[src/rtl/round_scorer.sv]
// Two-player round scorer: detects end-of-field presses, tracks round wins and decides the match.
// Define ROUND_SCORER_HEX_EN to build the 7-segment score decoders; otherwise hexL/hexR stay blank.
//
//   state       | meaning
//   ------------+------------------------------------------------------------
//   S_PLAY      | ball in flight, end presses are scored
//   S_ROUND_END | one-cycle pause after a point, inputs ignored, nextRound high
//   S_GAME_OVER | match decided, everything frozen until reset

module round_scorer #(
   parameter int unsigned WIN_SCORE = 7
) (
   input  logic       clk,
   input  logic       reset,
   input  logic       L,
   input  logic       R,
   input  logic       leftEnd,
   input  logic       rightEnd,
   output logic       nextRound,
   output logic [2:0] leftScore,
   output logic [2:0] rightScore,
   output logic       gameOver,
   output logic       leftWins,
   output logic [6:0] hexL,
   output logic [6:0] hexR
);

   typedef enum logic [1:0] {
      S_PLAY      = 2'd0,
      S_ROUND_END = 2'd1,
      S_GAME_OVER = 2'd2
   } state_t;

   localparam logic [2:0] LP_WIN = 3'(WIN_SCORE);

   state_t     r_state;
   logic [2:0] r_left_score;
   logic [2:0] r_right_score;
   logic       r_next_round;
   logic       r_game_over;
   logic       r_left_wins;

   logic       w_in_play;
   logic       w_left_pt;
   logic       w_right_pt;
   logic [2:0] w_left_inc;
   logic [2:0] w_right_inc;

   // Simultaneous presses cancel; a press at the opposite end is a miss.
   assign w_in_play   = (r_state == S_PLAY);
   assign w_left_pt   = w_in_play & leftEnd  & L & ~R;
   assign w_right_pt  = w_in_play & rightEnd & R & ~L;
   assign w_left_inc  = r_left_score  + 3'd1;
   assign w_right_inc = r_right_score + 3'd1;

   always_ff @(posedge clk) begin
      if (reset) begin
         r_state       <= S_PLAY;
         r_left_score  <= 3'd0;
         r_right_score <= 3'd0;
         r_next_round  <= 1'b0;
         r_game_over   <= 1'b0;
         r_left_wins   <= 1'b0;
      end else begin
         r_next_round <= 1'b0;
         case (r_state)
            S_PLAY: begin
               if (w_left_pt) begin
                  r_left_score <= w_left_inc;
                  if (w_left_inc >= LP_WIN) begin
                     r_state     <= S_GAME_OVER;
                     r_game_over <= 1'b1;
                     r_left_wins <= 1'b1;
                  end else begin
                     r_state      <= S_ROUND_END;
                     r_next_round <= 1'b1;
                  end
               end else if (w_right_pt) begin
                  r_right_score <= w_right_inc;
                  if (w_right_inc >= LP_WIN) begin
                     r_state     <= S_GAME_OVER;
                     r_game_over <= 1'b1;
                     r_left_wins <= 1'b0;
                  end else begin
                     r_state      <= S_ROUND_END;
                     r_next_round <= 1'b1;
                  end
               end
            end
            S_ROUND_END: r_state <= S_PLAY;
            S_GAME_OVER: r_state <= S_GAME_OVER;
            default:     r_state <= S_PLAY;
         endcase
      end
   end

   assign nextRound  = r_next_round;
   assign leftScore  = r_left_score;
   assign rightScore = r_right_score;
   assign gameOver   = r_game_over;
   assign leftWins   = r_left_wins;

`ifdef ROUND_SCORER_HEX_EN
   // Active-low segments, bit order gfedcba.
   function automatic logic [6:0] seg_decode(input logic [2:0] digit);
      logic [6:0] seg;
      seg = 7'b1111111;
      case (digit)
         3'd0: seg = 7'b1000000;
         3'd1: seg = 7'b1111001;
         3'd2: seg = 7'b0100100;
         3'd3: seg = 7'b0110000;
         3'd4: seg = 7'b0011001;
         3'd5: seg = 7'b0010010;
         3'd6: seg = 7'b0000010;
         3'd7: seg = 7'b1111000;
         default: seg = 7'b1111111;
      endcase
      return seg;
   endfunction

   assign hexL = seg_decode(r_left_score);
   assign hexR = seg_decode(r_right_score);
`else
   assign hexL = 7'b1111111;
   assign hexR = 7'b1111111;
`endif

endmodule
[config.mk]
export PLATFORM = sky130hd
export DESIGN_NAME = round_scorer
export DESIGN_NICKNAME = d
export VERILOG_FILES = /design/src/rtl/round_scorer.sv
export SDC_FILE = /design/constraint.sdc
export NUM_CORES = 1
export LEC_CHECK = 0
export BUFFER_PORTS_ARGS = -buffer_cell sky130_fd_sc_hd__buf_2
export CAP_MARGIN = 25
export CORE_AREA = 2 2 41 43
export CTS_BUF_LIST = sky130_fd_sc_hd__clkbuf_4 sky130_fd_sc_hd__clkbuf_8 sky130_fd_sc_hd__clkbuf_16
export DETAILED_ROUTE_END_ITERATION = 12
export DIE_AREA = 0 0 43 45
export GPL_ROUTABILITY_DRIVEN = 1
export PLACE_DENSITY = 0.84
export SYNTH_ARGS = -nofsm -noshare
export SYNTH_HDL_FRONTEND = slang
export SYNTH_SLANG_ARGS = --single-unit
[constraint.sdc]
create_clock -name clk -period 2.4 [get_ports clk]
set_input_delay 0.24 -clock clk [delete_from_list [all_inputs] [get_ports clk]]
set_output_delay 0.24 -clock clk [all_outputs]
set_load 0.02 [all_outputs]
==> impl_metrics.py <==
metrics = {
    "die": {
        "fp.coreArea_um2": 1470,
        "io_pins": 29,
        "rows": 14,
        "die_height_um": 45,
        "die_w_um": 43,
        "die_area_um2": 1940,
        "start_util": 0.461,
    },
    "worst_setup_path": {
        "endpoint": "r_state[1]",
        "critPathLaunchType": "register",
        "reg2regPathDepth": 5,
        "path_class": "register to register",
        "r2r-end": "r_state[1]",
        "crit_start": "rightScore[0]",
        "critPathCaptureType": "register",
        "r2r-start": "rightScore[0]",
        "reg2reg_slack_ps": 870,
        "worstPathArrival_ps": 1720,
        "critPathMaxFanout": 4,
        "crit_required_ps": 2590,
    },
    "grt": {
        "grt_first_pass_wirelength_um": 1810,
        "grt_pass1_vias": 454,
        "grtUsageTotal": 0.129,
        "overflow": 0,
        "use_met3": 0.0680,
        "busiest_layer": "met2",
        "gr-usage-met2": 0.209,
        "met1_usage": 0.138,
        "antenna_found_initial": 0,
        "grt_max_degree": 15,
    },
    "sta": {
        "setup_tns_ps": 0,
        "skew_ps": 0.822,
        "slew_viol_final": 0,
        "setup_viol": 0,
        "finalCriticalPeriod_ps": 1530,
        "max_freq_ghz": 0.654,
        "rsz0062_at_grt": "false",
        "hold_violations": 0,
        "period_share": 0.637,
        "fin_ws_ps": 871,
    },
    "drt": {
        "via_per_inst": 4.89,
        "drtAntennaViolNets": 0,
        "wl_per_cell_um": 10.8,
        "drc_errors": 0,
        "wirelength_um": 1110,
        "first_pass_iters": 4,
        "drt_iter0_markers": 1,
        "vias": 504,
    },
    "yosys": {
        "synth_top_cells_by_count": "buf_4 (14), dfxtp_1 (11), a21oi_1 (6)",
        "synth_top_cell_area_share": 0.325,
        "syn_area_um2": 678,
        "post-synth-top-area-cell": "dfxtp_1",
        "yosysWarnings": 0,
        "synthTopCellsByArea": "dfxtp_1 (32%), buf_4 (15%), ha_1 (7.4%)",
        "synth-edff-count": 0,
        "synth.most_common_cell": "buf_4",
        "ys_ff_latch": 11,
        "synth.distinct_cells": 29,
        "synthFlopType": "dfxtp_1",
        "ys_async_sr_fraction": 0,
        "seq_area_frac_synth": 0.325,
        "synth_cells": 72,
        "synth_area_per_cell_um2": 9.42,
    },
    "clock_tree": {
        "clock-root-buffer": "clkbuf_4",
        "clk_latency_ps": 270,
        "clkTransAtPathRegs_ps": 70,
        "hold_buffers": 0,
        "cts_resized": 0,
        "cts_tree": "done",
        "cts_buffers": 3,
        "clock_sinks": 11,
        "htree_num_levels": 1,
        "clockBufferDepth": 2,
        "post-cts-setup-buffer-count": 0,
    },
    "placement": {
        "routabilityCongestion": 0.724,
        "hpwl_um": 870,
        "io_buffer_count": 14,
        "place_ws_ps": 875,
        "placed_area_um2": 703,
        "dp.cells": 99,
    },
    "final_layout": {
        "final_cells": 103,
        "drive_gt1_frac": 0.241,
        "diodes": 0,
        "area_growth_pct": 8.12,
        "stdcell_area_um2": 733,
        "nNetsFinal": 98,
        "utilization": 0.498,
    },
    "run_status": {
        "run_status": "completed",
    },
    "pwr": {
        "power.share.sequential": 0.482,
        "pwr_density_cell_nw_per_um2": 545,
        "p_leak_nw": 0.349,
        "power.internal_mw": 0.284,
        "p_clk_frac": 0.347,
        "p_switching_mw": 0.115,
        "sw_frac_of_total": 0.289,
        "ir_drop_mv": 0.323,
        "comb_power_share": 0.171,
    },
    "worst_hold_path": {
        "min_path_type": "input pin to register",
        "hold_depth": 2,
    },
    "flow_run": {
        "maxCapViolCount": 0,
    },
}
-- power groups by stage --
stage,logic (mW),registers [mW],clock network (mW)
4_1_cts,0.0682,0.193,0.144
3_5_place_dp,0.0678,0.197,0
6_report,0.0681,0.193,0.139
2_1_floorplan,0.0640,0.202,0
3_3_place_gp,0.0662,0.197,0
5_1_grt,0.0754,0.194,0.152
-- layout by cell type (no fill, tap or decap) --
cell type,instances
a2111o_1,1
a211oi_1,1
a21o_1,2
a21oi_1,6
a311oi_1,2
a31oi_1,2
and3b_1,1
buf_2,14
clkbuf_4,4
conb_1,14
dfxtp_1,11
ha_1,4
inv_1,3
mux2_1,1
mux2_4,1
nand3_1,4
nand3b_1,1
nand4_1,1
nand4bb_1,1
nor2_1,3
nor2b_1,3
nor4b_4,1
o211ai_1,1
o21ba_2,1
o21bai_1,1
o2bb2ai_1,1
xnor2_1,1
xor2_1,1
-- worst min path at each step --
stage | from | slack (ps) | endpoint
5_1_grt | rightEnd | 280 | rightScore[1]
3_3_place_gp | gameOver | 470 | gameOver
2_1_floorplan | rightEnd | 360 | rightScore[1]
6_report | rightEnd | 270 | rightScore[1]
3_5_place_dp | gameOver | 460 | gameOver
4_1_cts | rightEnd | 260 | rightScore[1]
-- metrics by stage --
step | hold WS [ps] | power, mW
6_report | 269 | 0.399
2_1_floorplan | 356 | 0.266
4_1_cts | 261 | 0.405
3_5_place_dp | 458 | 0.265
3_3_place_gp | 465 | 0.263
5_1_grt | 277 | 0.421
-- per-layer routing --
metal	share of wire	vias to the layer above	wire (um)
met1	0.42	225	466
met2	0.47	19	526
met3	0.095	2	106
li1	-	258	-
met4	0.0099	0	11
met5	0	-	0
-- registers in the layout (all words and copies together) (netlist names) --
name and count:
r_state 2, leftScore 3, rightScore 3, nextRound 1, leftWins 1, gameOver 1
-- layout make-up --
type / instances / area, um^2
clock buffers: 4 / 30.0
multi-input cells: 55 / 382
repair buffers: 14 / 70.1
inverters: 3 / 11.3
well taps: 16 / 20.0
fillers: 150 / 738
flip-flops and latches: 11 / 220
-- worst max-delay path: stages, from the launching register on --
cell and delay, ps:
dfxtp_1 380, inv_1 90, ha_1 310, o21ba_2 210, nand4bb_1 230, a211oi_1 230
-- cells by family (layout without fill, tap and decap cells) --
logic type      count (synthesis)  in the layout  share of synthesized area
fa+ha+maj                       4              4                     0.0738
xor+xnor                        2              2                     0.0258
mux                             2              2                     0.0387
other cells                     1             14                    0.00553
buf+inv                        19             21                      0.184
compound gates                 18             18                      0.188
flops                          11             11                      0.325
simple gates                   15             15                      0.159
Power figures use the tool's default switching activity.
